[config.mk]
export PLATFORM = sky130hd
export DESIGN_NAME = led_pwm_driver
export DESIGN_NICKNAME = d
export VERILOG_FILES = /design/src/rtl/led_pwm_driver.sv
export SDC_FILE = /design/constraint.sdc
export NUM_CORES = 1
export LEC_CHECK = 0
export BUFFER_PORTS_ARGS = -buffer_cell sky130_fd_sc_hd__buf_2
export CAP_MARGIN = 20
export CORE_MARGIN = 2
export CORE_UTILIZATION = 55
export DETAILED_ROUTE_END_ITERATION = 6
export GPL_ROUTABILITY_DRIVEN = 0
export PLACE_DENSITY_LB_ADDON = 0.12
export SLEW_MARGIN = 40
export SYNTH_ARGS = -nofsm -noshare
export SYNTH_HDL_FRONTEND = slang
export SYNTH_SLANG_ARGS = --single-unit
export TNS_END_PERCENT = 50
[constraint.sdc]
create_clock -name clk -period 3.31 [get_ports clk]
set_input_delay 0.4965 -clock clk [delete_from_list [all_inputs] [get_ports clk]]
set_output_delay 0.4965 -clock clk [all_outputs]
set_load 0.02 [all_outputs]
[src/rtl/led_pwm_driver.sv]
// LED pin driver: global PWM brightness with pattern/duty shadowed at period boundaries.
// Define LED_PWM_BLINK_EN to add the blink_en input and a 16-period 50% blink.
module led_pwm_driver #(
  parameter int PRESCALE_W = 8,
  parameter int DUTY_W     = 4
) (
  input  logic                  clk,
  input  logic                  reset,
  input  logic [7:0]            led_in,
  input  logic                  enable,
  input  logic [PRESCALE_W-1:0] prescale_div,
  input  logic                  duty_wr_en,
  input  logic [DUTY_W-1:0]     duty_in,
`ifdef LED_PWM_BLINK_EN
  input  logic                  blink_en,
`endif
  output logic [7:0]            led_out,
  output logic                  period_tick
);

  localparam logic [PRESCALE_W-1:0] PS_ONE = PRESCALE_W'(1);
  localparam logic [DUTY_W-1:0]     D_ONE  = DUTY_W'(1);

  logic [PRESCALE_W-1:0] r_prescaler;
  logic [DUTY_W-1:0]     r_pwm_cnt;
  logic [DUTY_W-1:0]     r_duty_reg;
  logic [DUTY_W-1:0]     r_duty_shadow;
  logic [7:0]            r_led_shadow;
  logic [7:0]            r_led_out;
  logic                  r_period_tick;

  logic w_tick;
  logic w_over;
  logic w_wrap;
  logic w_on;
  logic w_blank;

  always_comb begin
    w_tick = (r_prescaler == prescale_div);
    w_over = (r_prescaler > prescale_div);
    w_wrap = w_tick && (r_pwm_cnt == {DUTY_W{1'b1}});
    w_on   = (r_duty_shadow == {DUTY_W{1'b1}}) ||
             (r_pwm_cnt < r_duty_shadow);
  end

`ifdef LED_PWM_BLINK_EN
  logic [3:0] r_blink_cnt;

  always_ff @(posedge clk or posedge reset) begin
    if (reset) begin
      r_blink_cnt <= 4'd0;
    end else if (!enable) begin
      r_blink_cnt <= 4'd0;
    end else if (w_wrap) begin
      r_blink_cnt <= r_blink_cnt + 4'd1;
    end
  end

  assign w_blank = blink_en & r_blink_cnt[3];
`else
  assign w_blank = 1'b0;
`endif

  always_ff @(posedge clk or posedge reset) begin
    if (reset) begin
      r_duty_reg <= '0;
    end else if (duty_wr_en) begin
      r_duty_reg <= duty_in;
    end
  end

  // a shrunk prescale_div restarts the prescaler without a tick
  always_ff @(posedge clk or posedge reset) begin
    if (reset) begin
      r_prescaler <= '0;
      r_pwm_cnt   <= '0;
    end else if (!enable) begin
      r_prescaler <= '0;
      r_pwm_cnt   <= '0;
    end else begin
      if (w_tick || w_over) begin
        r_prescaler <= '0;
      end else begin
        r_prescaler <= r_prescaler + PS_ONE;
      end
      if (w_tick) begin
        r_pwm_cnt <= r_pwm_cnt + D_ONE;
      end
    end
  end

  always_ff @(posedge clk or posedge reset) begin
    if (reset) begin
      r_led_shadow  <= 8'h00;
      r_duty_shadow <= '0;
    end else if (!enable || w_wrap) begin
      r_led_shadow  <= led_in;
      r_duty_shadow <= r_duty_reg;
    end
  end

  always_ff @(posedge clk or posedge reset) begin
    if (reset) begin
      r_led_out     <= 8'h00;
      r_period_tick <= 1'b0;
    end else begin
      r_period_tick <= enable & w_wrap;
      if (enable && w_on && !w_blank) begin
        r_led_out <= r_led_shadow;
      end else begin
        r_led_out <= 8'h00;
      end
    end
  end

  assign led_out     = r_led_out;
  assign period_tick = r_period_tick;

endmodule
==> flow_summary.yaml <==
worst_setup_path:
  path_depth: 5
  critPathKind: "reg2reg"
  startpoint: "r_prescaler[5]"
  rr_worst_depth: 5
  worst_ep_required_time_ps: 3550
  worstReg2RegStart: "r_prescaler[5]"
  crit_slowest_cell: "dfrtp_1"
  path_max_fanout: 12
  crit_buf_inv: 0
  cp-end-kind: "flop"
  setup.worst_path.start_class: "flop"
  critPathTopFamily: "simple AND/OR/NAND/NOR gates"
  worstPathArrival_ps: 2210
  worstPathCellList: "ha_1, nand4_2, nor3_2, nand2b_4, mux2_2"
  max_stage_delay_ps: 450
layout:
  finalNetCount: 222
  most-common-layout-cells: "dfrtp_1, buf_2, inv_1, ha_1, nor2_1"
  area_growth_pct: 15.7
  fillers: 253
  antenna_cells: 0
  layout_commonest_cell: "dfrtp_1"
  layout-drive-gt1-share_pct: 34.4
timing:
  relSlewSlack_pct: 59.6
  grt_setup_unrepaired: "no"
  slew_violations: 0
  skew_ps: 11.9
  min_period_ps: 1970
  tightest_slew_ps: 604
  setup_viol: 0
  fmaxAchievable_mhz: 507
  fin_crit_sh_pct: 59.6
  fin_setup_tns_ps: 0
  fin_hold_ws_ps: 211
  hold_viol: 0
placement:
  io_buffers: 32
  hpwl_mm: 2.41
route:
  first_iter_violations: 51
  viasPerCell: 5.02
  vias: 1155
  drc: 0
  wl_per_cell_microns: 13.7
  antenna_left: 0
  finalWirelength_mm: 3.16
  dr.pass1.iters: 4
yosys:
  yosysWarnings: 0
  synth_top_area_cell: "dfrtp_1"
  syn_avg_cell_area_sq_um: 12.5
  synth_cell_types: 30
  ys_ff_latch: 37
  synth.top_cell.area_share_pct: 50.9
  syn-cell-area_sq_mm: 0.00182
  syn_inst: 146
  ys_seq_area_share_pct: 50.9
  synthTopCellsByArea: "dfrtp_1, ha_1, mux2_4"
  syn_nets: 183
floorplanning:
  core_sq_mm: 0.00310
  dieArea_sq_mm: 0.00379
  rows: 20
  start_util_pct: 58.7
  ioPinCount: 33
  die_y_microns: 61.5
  die_w_microns: 61.5
clock_network:
  clk_latency_ps: 350
  cts_resized: 0
  cts_root_buf: "clkbuf_4"
  cts_hold_buffers: 0
  clk_pin_slew_ps: 120
  ctsLongestPathBuffers: 2
  cts_tree: "built"
  numCtsBuffers: 5
  cts.sinks: 37
  htree_levels: 2
  cts_post_setup_buffers_inserted: 0
power:
  comb_power_share_pct: 14.7
  p_clk_share_pct: 32.8
  leakage_nw: 1.10
  sw_frac_of_total_pct: 25.6
  total_switching_power_mw: 0.246
  power_density_mw_per_mm2: 457
  peakVddDrop_uv: 392
  intPower_mw: 0.716
  p_seq_share_pct: 52.5
global_route:
  grt_pass1_vias: 1127
  grt_pass1_wl_mm: 5.21
  grt_max_degree: 38
  antenna_found_initial: 0
  grt_usage_pct: 19.7
  grt_overflow_total: 0
flow_run:
  max-cap-violations: 0
status:
  status: "finished clean"
worst_hold_path:
  hold_class: "in2async"
==> cell type report <==
cell class / instances / area [sq um] / area share, %
sequential: 37 / 926 / 43.9
multi-input combinational: 92 / 815 / 38.7
timing repair buffer: 33 / 168 / 7.96
inverter: 16 / 60.1 / 2.85
tap: 44 / 55.1 / 2.61
clock inverter: 3 / 46.3 / 2.20
clock buffer: 5 / 37.5 / 1.78
==> kinds of logic after synthesis <==
logic type                 after synthesis  synth area share [%]
buffers and inverters                   17                  4.40
AOI/OAI and AO/OA                       18                  7.90
xor gates and xnor gates                 9                  4.33
muxes                                   16                  12.0
DFF                                     37                  50.9
and+or+nand+nor                         36                  11.6
adders and majority gates               13                  8.93
==> path summary, 6_finish.rpt <==
check / to / slack [ps]
setup reg to reg: r_duty_shadow[3] / 1340
setup / recovery: r_duty_shadow[3] / 1340
hold reg to reg: r_prescaler[0] / 520
max in group asynchronous: r_duty_reg[0] / 2770
min in group clk: r_led_shadow[5] / 370
hold / removal: led_out[5] / 210
==> through the flow <==
stage	power, mW	instances	cell area (sq um)	setup WS, ps	util [%]
6_report	0.962	230	2110	1340	67.9
5_1_grt	1.01	230	2110	1160	67.9
4_1_cts	0.976	230	2110	1330	67.9
3_5_place_dp	0.657	222	2020	1180	65.2
3_3_place_gp	0.648	222	2020	1220	65.2
2_1_floorplan	0.613	146	1820	1420	-
==> cell usage after synthesis, drive strengths merged <==
| cell type | count |
|---|---|
| o21ai | 1 |
| nor3 | 5 |
| a211o | 2 |
| dfrtp | 37 |
| nand4 | 2 |
| mux2 | 16 |
| buf | 1 |
| a31oi | 1 |
| nand2b | 3 |
| o211ai | 2 |
| nor2b | 1 |
| xnor2 | 3 |
| and2 | 4 |
| nand2 | 3 |
| o311ai | 1 |
| nor2 | 11 |
| a211oi | 1 |
| ha | 13 |
| a21boi | 9 |
| nand3 | 6 |
| xor2 | 6 |
| o21bai | 1 |
| inv | 16 |
| and3 | 1 |
==> routing by layer <==
| layer | up-vias | routed length [microns] | global-route usage (%) | share of wire, % |
|---|---|---|---|---|
| met5 | - | 0 | 0 | 0 |
| met4 | 0 | 52 | 8.21 | 1.6 |
| met3 | 6 | 143 | 6.51 | 4.5 |
| met2 | 22 | 1620 | 32.6 | 51 |
| met1 | 548 | 1340 | 23.6 | 42 |
| li1 | 579 | - | - | - |
==> worst min-delay path: cells and delay by family <==
family	cells	cell delay, ps
buf+inv	3	520
==> power by group through the flow <==
stage | combinational (mW) | clock (mW) | sequential, mW
final | 0.141 | 0.316 | 0.505
after global routing | 0.157 | 0.348 | 0.509
after CTS | 0.144 | 0.327 | 0.505
after detailed placement | 0.143 | 0 | 0.514
after global placement | 0.135 | 0 | 0.512
after floorplan | 0.0907 | 0 | 0.522
(Power assumes the default switching activity.)
